$ cat src/rtl/classify_scheduler.sv
// classify_scheduler
// Sequencer for the classification datapath. A free-running bin counter
// produces the bin-boundary tick; events are counted per bin period and a
// readout is launched when the period was active enough (or on host
// force_start). After readout_start the block waits for the systolic result,
// registers it for the output stage, or gives up after TIMEOUT_CYCLES.
//
// Ports:
//   clk, rst_n      system clock, asynchronous active-low reset
//   enable          bin counter runs / automatic starts allowed
//   event_strobe    one accepted compressed event this cycle
//   force_start     host request for an immediate readout
//   result_valid    systolic result strobe
//   result_class    systolic best class
//   result_pass     result qualified by score threshold
//   readout_start   one-cycle start pulse to binning + systolic
//   class_valid     one-cycle registered result strobe
//   class_pass      registered result_pass, valid with class_valid
//   class_gesture   registered result_class, held between results
//   busy            high in START or WAIT_RESULT
//   state           ARMED=0, START=1, WAIT_RESULT=2
//   window_events   event count of the last completed period
//   overrun_count   saturating count of ticks dropped while busy
//   timeout_flag    sticky result-timeout indicator
//
// Build option: define SCHED_HOLDOFF_EN to suppress the HOLDOFF_BINS ticks
// following a passing result (force_start overrides and clears the holdoff).
//
// state       | meaning
// ARMED       | idle, waiting for a qualifying tick or force_start
// START       | readout_start asserted for this single cycle
// WAIT_RESULT | waiting for result_valid, bounded by the timeout timer

module classify_scheduler #(
  parameter int CYCLES_PER_BIN = 1200000,
  parameter int MIN_EVENTS     = 20,
  parameter int TIMEOUT_CYCLES = 4096,
  parameter int EVT_BITS       = 8,
  parameter int HOLDOFF_BINS   = 2
) (
  input  logic                clk,
  input  logic                rst_n,
  input  logic                enable,
  input  logic                event_strobe,
  input  logic                force_start,
  input  logic                result_valid,
  input  logic [1:0]          result_class,
  input  logic                result_pass,
  output logic                readout_start,
  output logic                class_valid,
  output logic                class_pass,
  output logic [1:0]          class_gesture,
  output logic                busy,
  output logic [1:0]          state,
  output logic [EVT_BITS-1:0] window_events,
  output logic [7:0]          overrun_count,
  output logic                timeout_flag
);

  localparam int BIN_W  = (CYCLES_PER_BIN > 2) ? $clog2(CYCLES_PER_BIN) : 1;
  localparam int TMR_W  = (TIMEOUT_CYCLES > 2) ? $clog2(TIMEOUT_CYCLES) : 1;
  localparam int HOLD_W = (HOLDOFF_BINS > 1) ? $clog2(HOLDOFF_BINS + 1) : 1;

  localparam logic [BIN_W-1:0] BIN_LAST   = BIN_W'(CYCLES_PER_BIN - 1);
  localparam logic [TMR_W-1:0] TIMER_LAST = TMR_W'(TIMEOUT_CYCLES - 1);

  typedef enum logic [1:0] {
    ARMED       = 2'd0,
    START       = 2'd1,
    WAIT_RESULT = 2'd2
  } state_t;

  state_t state_q, state_d;

  // Reset asserts asynchronously, releases on the clock edge.
  logic rst_meta, rst_sync_n;

  always_ff @(posedge clk or negedge rst_n) begin
    if (!rst_n) begin
      rst_meta   <= 1'b0;
      rst_sync_n <= 1'b0;
    end else begin
      rst_meta   <= 1'b1;
      rst_sync_n <= rst_meta;
    end
  end

  // Bin counter and tick
  logic [BIN_W-1:0] bin_cnt;
  logic             tick;

  assign tick = enable && (bin_cnt == BIN_LAST);

  always_ff @(posedge clk or negedge rst_sync_n) begin
    if (!rst_sync_n) begin
      bin_cnt <= '0;
    end else if (!enable || tick) begin
      bin_cnt <= '0;
    end else begin
      bin_cnt <= bin_cnt + 1'b1;
    end
  end

  // Event counter; evt_next includes a same-cycle strobe so the tick sees it
  logic [EVT_BITS-1:0] evt_cnt, evt_next;
  logic                evt_qualify;

  assign evt_next    = (event_strobe && (evt_cnt != '1)) ? evt_cnt + 1'b1 : evt_cnt;
  assign evt_qualify = (32'(evt_next) >= 32'(MIN_EVENTS));

  always_ff @(posedge clk or negedge rst_sync_n) begin
    if (!rst_sync_n) begin
      evt_cnt       <= '0;
      window_events <= '0;
    end else if (tick) begin
      window_events <= evt_next;
      evt_cnt       <= {{(EVT_BITS-1){1'b0}}, event_strobe};
    end else begin
      evt_cnt <= evt_next;
    end
  end

  // Wait timer
  logic [TMR_W-1:0] timer;
  logic             take_result, timed_out;

  assign take_result = (state_q == WAIT_RESULT) && result_valid;
  assign timed_out   = (state_q == WAIT_RESULT) && !result_valid && (timer == TIMER_LAST);

  always_ff @(posedge clk or negedge rst_sync_n) begin
    if (!rst_sync_n) begin
      timer <= '0;
    end else if (state_q == START) begin
      timer <= '0;
    end else if (state_q == WAIT_RESULT) begin
      timer <= timer + 1'b1;
    end
  end

  // Holdoff counter: non-zero blocks automatic starts in ARMED
  logic [HOLD_W-1:0] holdoff_cnt;
  logic              holdoff_active;

  assign holdoff_active = (holdoff_cnt != '0);

`ifdef SCHED_HOLDOFF_EN
  always_ff @(posedge clk or negedge rst_sync_n) begin
    if (!rst_sync_n) begin
      holdoff_cnt <= '0;
    end else if (take_result && result_pass) begin
      holdoff_cnt <= HOLD_W'(HOLDOFF_BINS);
    end else if (state_q == ARMED && force_start) begin
      holdoff_cnt <= '0;
    end else if (state_q == ARMED && tick && holdoff_active) begin
      holdoff_cnt <= holdoff_cnt - 1'b1;
    end
  end
`else
  assign holdoff_cnt = '0;
`endif

  // FSM state register
  always_ff @(posedge clk or negedge rst_sync_n) begin
    if (!rst_sync_n) begin
      state_q <= ARMED;
    end else begin
      state_q <= state_d;
    end
  end

  // FSM next-state logic
  always_comb begin
    state_d = state_q;
    case (state_q)
      ARMED: begin
        if (force_start) begin
          state_d = START;
        end else if (tick && evt_qualify && !holdoff_active) begin
          state_d = START;
        end
      end
      START: begin
        state_d = WAIT_RESULT;
      end
      WAIT_RESULT: begin
        if (result_valid || timed_out) begin
          state_d = ARMED;
        end
      end
      default: begin
        state_d = ARMED;
      end
    endcase
  end

  // FSM outputs
  always_comb begin
    readout_start = 1'b0;
    busy          = 1'b0;
    case (state_q)
      START: begin
        readout_start = 1'b1;
        busy          = 1'b1;
      end
      WAIT_RESULT: begin
        busy = 1'b1;
      end
      default: begin
        readout_start = 1'b0;
        busy          = 1'b0;
      end
    endcase
  end

  assign state = state_q;

  // Result register, overrun and timeout status
  always_ff @(posedge clk or negedge rst_sync_n) begin
    if (!rst_sync_n) begin
      class_valid   <= 1'b0;
      class_pass    <= 1'b0;
      class_gesture <= 2'd0;
      overrun_count <= 8'd0;
      timeout_flag  <= 1'b0;
    end else begin
      class_valid <= take_result;
      class_pass  <= take_result && result_pass;
      if (take_result) begin
        class_gesture <= result_class;
      end
      if (tick && (state_q != ARMED) && (overrun_count != 8'hFF)) begin
        overrun_count <= overrun_count + 8'd1;
      end
      if (timed_out) begin
        timeout_flag <= 1'b1;
      end
    end
  end

endmodule

$ cat config.mk
export PLATFORM = sky130hd
export DESIGN_NAME = classify_scheduler
export DESIGN_NICKNAME = d
export VERILOG_FILES = /design/src/rtl/classify_scheduler.sv
export SDC_FILE = /design/constraint.sdc
export NUM_CORES = 1
export LEC_CHECK = 0
export ABC_AREA = 1
export ABC_CLOCK_PERIOD_IN_PS = 2700
export BUFFER_PORTS_ARGS = -buffer_cell sky130_fd_sc_hd__buf_2
export CAP_MARGIN = 0
export CORE_ASPECT_RATIO = 0.5
export CORE_MARGIN = 2
export CORE_UTILIZATION = 59
export DETAILED_ROUTE_END_ITERATION = 7
export GPL_TIMING_DRIVEN = 0
export HOLD_SLACK_MARGIN = 0.12
export PLACE_DENSITY_LB_ADDON = 0.25
export SETUP_SLACK_MARGIN = 0.3
export SLEW_MARGIN = 25
export SYNTH_ARGS = -nofsm -noshare
export SYNTH_HDL_FRONTEND = slang
export SYNTH_SLANG_ARGS = --single-unit
$ cat constraint.sdc
create_clock -name clk -period 2.7 [get_ports clk]
set_clock_uncertainty 0.15 [all_clocks]
set_input_delay 0.405 -clock clk [delete_from_list [all_inputs] [get_ports clk]]
set_output_delay 0.405 -clock clk [all_outputs]
set_load 0.005 [all_outputs]
==> impl_results.md, run 1 <==
* Status: finished clean
* Wirelength per Cell at ~12 um
* Num CTS Buffers at 9
* Pre-Repair DR Iteration Count at 4
* Initial antenna violation count at 0
* EDFF count, synth at 0
* Synthesized area at 0.003455 mm^2
* Post-synthesis adder-cell area fraction at 2.898%
* Post-Place Setup Slack at 0.4832 ns
* # rows at 19
* Worst setup path start: state[0]
* Critical R2R Launch: state[0]
* Flop pwr share at between 30% and 40%
* Via-to-Cell Ratio at 5.240
* Critical path endpoint category: flip-flop
* Most used DFF post-synth: dfrtp_1
* Yosys warning count at 0
* Die ar. at 0.006520 mm^2
* Slowest-stage cell, CP: dfrtp_1
* Cell leakage power at 2.061 nW
* Clk sink count at 66
* Remaining Overflow, GRT at 0
* Multiplexer area fraction after synthesis at 0.8693%
* ANT cells at 0
* Minimum clock period at 2.232 ns
* Startpoint Class: flip-flop
* Max Slew Vio Count at 0
* Reg-to-reg slack, setup at 0.47 ns
* GPL Wtd Cong at 0.8811
* Drt drc at 0
* Combinational Power Share at 23.0%
* Reg2reg path depth at 13
* Clk pin slew, worst setup/hold paths at 0.06 ns
* Post-synthesis simple-gate area fraction at between 30% and 40%
* Crit-path cells: inv_1 > ha_1 > clkbuf_4 > nand2_1 > nor2_1 > nand2_1 > inv_2 > nand3_1 > nor2_4 > nand3_1 > nor2_1 > o21ai_1 > a21oi_1
* Hold Path Class: flip-flop to async pin
* Chip width at 112.2 um
* DP Wirelength at 4693 um
* GRT Total Usage at 23.01%
* Maximum number of pins on one net before global-route repair at 53
* Synth Area in Compound Gates at 5.795%
* P&R area growth vs syn at 19.27%
* Area share of the largest cell type after synthesis at 47.81%
* Main combinational cell family by area after synthesis: simple AND/OR/NAND/NOR gates
* Final #Nets at 489
* Root Buffer Master: clkbuf_16
* Share of flip-flops with an asynchronous set or reset at 100.0%
* Avg Cell Area, Syn at between 8 and 9 um^2
* Post-DRT Antenna Nets at 0
* H-Tree Depth at 3
* Initial DRC count at 209
* Synth area leaders: dfrtp_1, nand2_1, inv_1
* Relative slew slack at 65.74%
* WP data arrival at 2.34 ns
* Internal at 2.108 mW
* Initial Utilization at approximately 62%
* Final Setup Violations at 0
* Tightest Pin Transition at 0.5139 ns
* Worst setup endpoint: timer[11]
* Fin. Hold Viols at 0
* Kind of critical path: flip-flop to flip-flop
* XOR/XNOR Fraction of Synth Area at 3.549%
* Syn nets at 436
* Layout cells sized above 1 at around 20%
* Top Ports at 34
* P_sw at roughly 0.98 mW
* Final Cycle Share at 82.67%
* IO buf count at 32
* Number of global-route vias before repair at 2,615
* Fmax at 0.4480 GHz
* PD cells at around 750 mW/mm^2
* First-pass GRT wire length at 11,730 um
* Die H at 58.11 um
* Crit path largest cell delay at 0.37 ns
* Critical path fanouts, max at 8
* FF+latch count, synth at 66
* Clk Latency, worst-skew pair at 0.33 ns
* Tot Pwr at between 3 and 4 mW
* Max Cap Viol at 0
* Worst path required time at 2.81 ns
* Reg-to-Reg End: timer[11]
* Register area share after synthesis at 47.81%
* Clock share of power at between 30% and 40%
* Largest area contributor in the netlist: dfrtp_1
* Setup slack after layout at 0.4678 ns
* Post-synthesis cell type count at 35
* CTS tree: yes
* Worst VDD drop at 0.0006564 V
* Post-Route WL at 6845 um
* Mapped Cells at 419
* RSZ-0062 raised after global routing: no
* Clk buf depth at 2
* Vias at 2,882
* Fillers at 433
* Setup TNS at 0 ns
* Switching Share at 31.83%
* Core Box Area at between 0.005 and 0.006 mm^2
* Min Hold Slack at 0.1540 ns
worst max-delay path: cells and delay by family, from the launching register on:
kind | cells | cell delay (ns)
and+or+nand+nor | 7 | 0.78
DFF | 1 | 0.37
buffers and inverters | 3 | 0.34
adders and majority gates | 1 | 0.31
AOI/OAI and AO/OA | 2 | 0.19
worst min path at each step:
stage	slack, ns	end	startpoint	cells past startpoint
floorplan	-0.04	rst_meta	rst_n	0
global placement	0.04	rst_sync_n	rst_n	1
detailed placement	0.03	timer[11]	rst_sync_n	0
CTS	0.17	timer[0]	rst_sync_n	1
global route	0.19	bin_cnt[6]	rst_sync_n	1
finish	0.15	bin_cnt[9]	rst_sync_n	1
routing by layer:
| layer | track usage [%] | wire length, um |
|---|---|---|
| met1 | 29.94 | 3311 |
| met2 | 37.78 | 3188 |
| met3 | 6.485 | 291 |
| met4 | 8.362 | 54 |
| met5 | 0 | 0 |
power by group through the flow:
stage	Clock, mW	Sequential, mW	Combinational (mW)
2_1_floorplan	0	1.24	0.464
3_3_place_gp	0	1.26	0.608
3_5_place_dp	0	1.25	0.650
4_1_cts	1.17	1.24	0.664
5_1_grt	1.21	1.25	0.821
6_report	1.15	1.24	0.712
area by class of cell:
type                       count  area (um^2)  area share [%]
buffer                         6        37.54          0.9110
clock buffer                   9        225.2           5.466
clock inverter                 7        70.07           1.701
inverter                      63        236.5           5.739
multi-input combinational    284         1536           37.29
sequential                    66         1655           40.18
tap                           73        91.34           2.217
timing repair buffer          42        267.8           6.499
state kept, by name, indices dropped and copies added, names as in the netlist:
name           count
class_pass         1
rst_sync_n         1
bin_cnt           21
state              2
evt_cnt            8
rst_meta           1
timeout_flag       1
timer             12
class_valid        1
window_events      8
overrun_count      8
class_gesture      2
synth_stat cells (2+ instances only):
cell / n
nand2_1: 96
dfrtp_1: 66
inv_1: 53
nor2_1: 39
nand3_1: 30
a21oi_1: 16
nand4_1: 14
xor2_1: 11
inv_2: 10
nor3_1: 10
o21ai_0: 10
ha_1: 8
o21ai_1: 7
nand2_2: 6
nor2_2: 6
buf_2: 4
nor2_4: 4
nor3_2: 4
and3_1: 3
nor3b_1: 3
xnor2_1: 3
mux2_4: 2
nor4_1: 2
per-stage QoR:
stage / cell area, um^2 / instances / util, %
floorplan: 3455 / 419 / -
global placement: 3706 / 524 / 66.62
detailed placement: 3737 / 525 / 67.18
CTS: 4083 / 546 / 73.39
global route: 4120 / 550 / 74.07
finish: 4120 / 550 / 74.07
placed cells by master (no fill, tap or decap), types with 4 or more instances in the layout:
cell	netlist	layout
nor2_1	39	39
o21ai_0	10	10
o21ai_1	7	7
nor3_2	4	4
clkbuf_16	0	9
nor3_1	10	10
nor2_4	4	5
inv_1	53	53
ha_1	8	8
nand3_1	30	30
buf_4	0	4
a21oi_1	16	16
nand4_1	14	14
xor2_1	11	11
nand2_1	96	96
inv_2	10	10
clkinvlp_4	0	4
buf_2	4	35
dlygate4sd3_1	0	5
dfrtp_1	66	65
nor2_2	6	5
nand2_2	6	6
cells by family after synthesis:
family	Yosys count
muxes	2
adders and majority gates	8
AOI/OAI and AO/OA	37
buffers and inverters	69
and+or+nand+nor	222
other	1
DFF	66
xor gates and xnor gates	14
what timing repair did:
item,CTS,global route
endpoints found under the setup margin,0,1
hold endpoints to repair,17,0
resized for setup,0,2
buffers inserted,0,4
hold buffers,5,0
No activity file was read; power rests on OpenSTA's default activity.
==> run 2, diff against run 1 <==
- ABC_CLOCK_PERIOD_IN_PS: 2700 -> 1900
- CORE_UTILIZATION: 59 -> 53
- clock period: 2.7 -> 1.9 ns (I/O delays scaled with it)
==> impl_results.md, run 2 (synthesized netlist as in run 1, its figures left out) <==
* # rows at 20
* Most common cell after layout, fill and taps aside: nand2_1
* Hold Path Class: flip-flop to flip-flop
* Number of global-route vias before repair at between 2,000 and 3,000
* Max Slew Vio Count at 0
* Maximum number of pins on one net before global-route repair at 65
* RSZ-0062 raised after global routing: yes
* Worst path required time at a little under 2 ns
* GRT Total Usage at between 20% and 30%
* Cell leakage power at between 2 and 2.5 nW
* Non-filler cells, final at a little over 600
* Worst VDD drop at between 0.0009 and 0.001 V
* Buf+Inv Stages, Crit Path at 0
* Largest registers: bin_cnt (21), timer (12)
* Top Ports at 34
* Crit-path cells: ha_4 > nand2_4 > nor2_4 > nand3_4 > nor2_4 > nand3_4 > nor2_4 > nand2_4 > mux2_4
* Initial Utilization at 55.89%
* Critical path fanouts, max at 5
* Post-Route WL at 8964 um
* CTS tree: yes
* Initial DRC count at 224
* Clk Latency, worst-skew pair at 0.34 ns
* Final Cycle Share at 104.7%
* Minimum clock period at 1.989 ns
* P&R area growth vs syn at 41.22%
* Startpoint Class: flip-flop
* Clock share of power at 34.8%
* GPL Wtd Cong at 0.8095
* Core Box Area at 0.006181 mm^2
* Internal at 3.471 mW
* Worst path most repeated cell: nor2_4
* Combinational Power Share at a little under a third
* P_sw at around 1.7 mW
* ANT cells at 0
* Crit path max-delay family: simple AND/OR/NAND/NOR gates
* IO buf count at 32
* Fillers at 384
* Setup slack after layout at -0.08942 ns
* Tightest Pin Transition at 0.8282 ns
* Most frequent cells in the layout: nand2_1, dfrtp_1, inv_1
* Critical path endpoint category: flip-flop
* Placed cells at 539
* Fin. Hold Viols at 0
* Setup TNS at -0.5380 ns
* Kind of critical path: flip-flop to flip-flop
* Post-DRT Antenna Nets at 0
* Placed Area at 0.003809 mm^2
* Worst setup path start: bin_cnt[0]
* Via-to-Cell Ratio at 5.332
* First-pass GRT wire length at 12,650 um
* Max Cap Viol at 0
* Clk pin slew, worst setup/hold paths at approximately 0.06 ns
* Max reg flops at 21
* Crit path largest cell delay at 0.41 ns
* H-Tree Depth at 3
* Clk buf depth at 2
* Failing checks: negative setup slack
* Final Setup Violations at 13
* Fmax at 0.5027 GHz
* WHS Endpoint: rst_sync_n
* Fin area at 0.004878 mm^2
* Final #Nets at 529
* Reg2reg path depth at 9
* Switching Share at between 30% and 40%
* Critical R2R Launch: bin_cnt[0]
* Clk sink count at 66
* Flop pwr share at 34.7%
* Initial antenna violation count at 0
* Reg-to-Reg End: overrun_count[5]
* Num CTS Buffers at 9
* Hold Crit Depth at 0
* WP data arrival at a little over 2 ns
* Die ar. at 0.007219 mm^2
* Chip width at 118.2 um
* Layout cells sized above 1 at 38.49%
* Drt drc at 0
* Vias at roughly 3,200
* Wirelength per Cell at 14.82 um
* Reg-to-reg slack, setup at -0.09 ns
* Top reg by flops: bin_cnt
* Worst hold start: rst_meta
* Status: finished with violations
* Die H at between 60 and 70 um
* Remaining Overflow, GRT at 0
* PD cells at 1053 mW/mm^2
* Pre-Repair DR Iteration Count at 5
* Min Hold Slack at 0.1992 ns
* Slowest-stage cell, CP: dfrtp_1
* Root Buffer Master: clkbuf_16
* Relative slew slack at 44.79%
* DP Wirelength at between 4000 and 5000 um
[run 2: final cells by class]
cell class | count | area (um^2) | area share [%]
Multi-Input combinational cell | 284 | 1893 | 38.80
Sequential cell | 66 | 1662 | 34.06
Inverter | 63 | 244.0 | 5.001
Clock inverter | 6 | 80.08 | 1.641
Buffer | 6 | 60.06 | 1.231
Timing Repair Buffer | 82 | 590.6 | 12.11
Tap cell | 88 | 110.1 | 2.257
Clock buffer | 10 | 239.0 | 4.899
[run 2: worst max path at each step]
stage               slack [ns]  cells after the start                to
CTS                      -0.02                      9  overrun_count[5]
detailed placement       -0.20                     13         timer[11]
global route             -0.17                      9  overrun_count[7]
global placement         -0.16                     13         timer[11]
finish                   -0.09                      9  overrun_count[5]
floorplan                -0.03                     13         timer[11]
[run 2: what timing repair did]
item | in CTS | in global routing
setup buffers | 29 | 13
hold endpoints to repair | 7 | 0
hold buffers | 6 | 0
resized for setup | 42 | 57
setup endpoints to repair | 56 | 57
cloned | 2 | 0
pin swaps | 23 | 26
[run 2: power groups by stage]
stage	clock [mW]	combinational, mW	sequential (mW)
floorplan	0	0.739	1.77
global placement	0	0.957	1.80
detailed placement	0	0.980	1.80
CTS	1.81	1.28	1.76
global route	1.87	1.71	1.81
finish	1.79	1.57	1.78
[run 2: per-layer routing]
metal | wire length, um | up-vias | global-route usage (%)
li1 | - | 1527 | -
met1 | 3858 | 1573 | 28.90
met2 | 4410 | 102 | 39.14
met3 | 526 | 24 | 7.593
met4 | 167 | 0 | 8.778
met5 | 0 | - | 0
[run 2: per-stage QoR]
step	power (mW)	worst slack [ns]	util [%]
CTS	4.857	-0.01634	73.97
global route	5.387	-0.1696	78.93
finish	5.138	-0.08942	78.93
global placement	2.752	-0.1603	61.58
floorplan	2.504	-0.03388	-
detailed placement	2.784	-0.1961	61.62
[run 2: worst register-to-register path, cell delays in order, from the launching register on]
cell and delay, ns:
dfrtp_1 0.41, ha_4 0.17, nand2_4 0.07, nor2_4 0.14, nand3_4 0.11, nor2_4 0.13, nand3_4 0.15, nor2_4 0.16
nand2_4 0.08, mux2_4 0.30
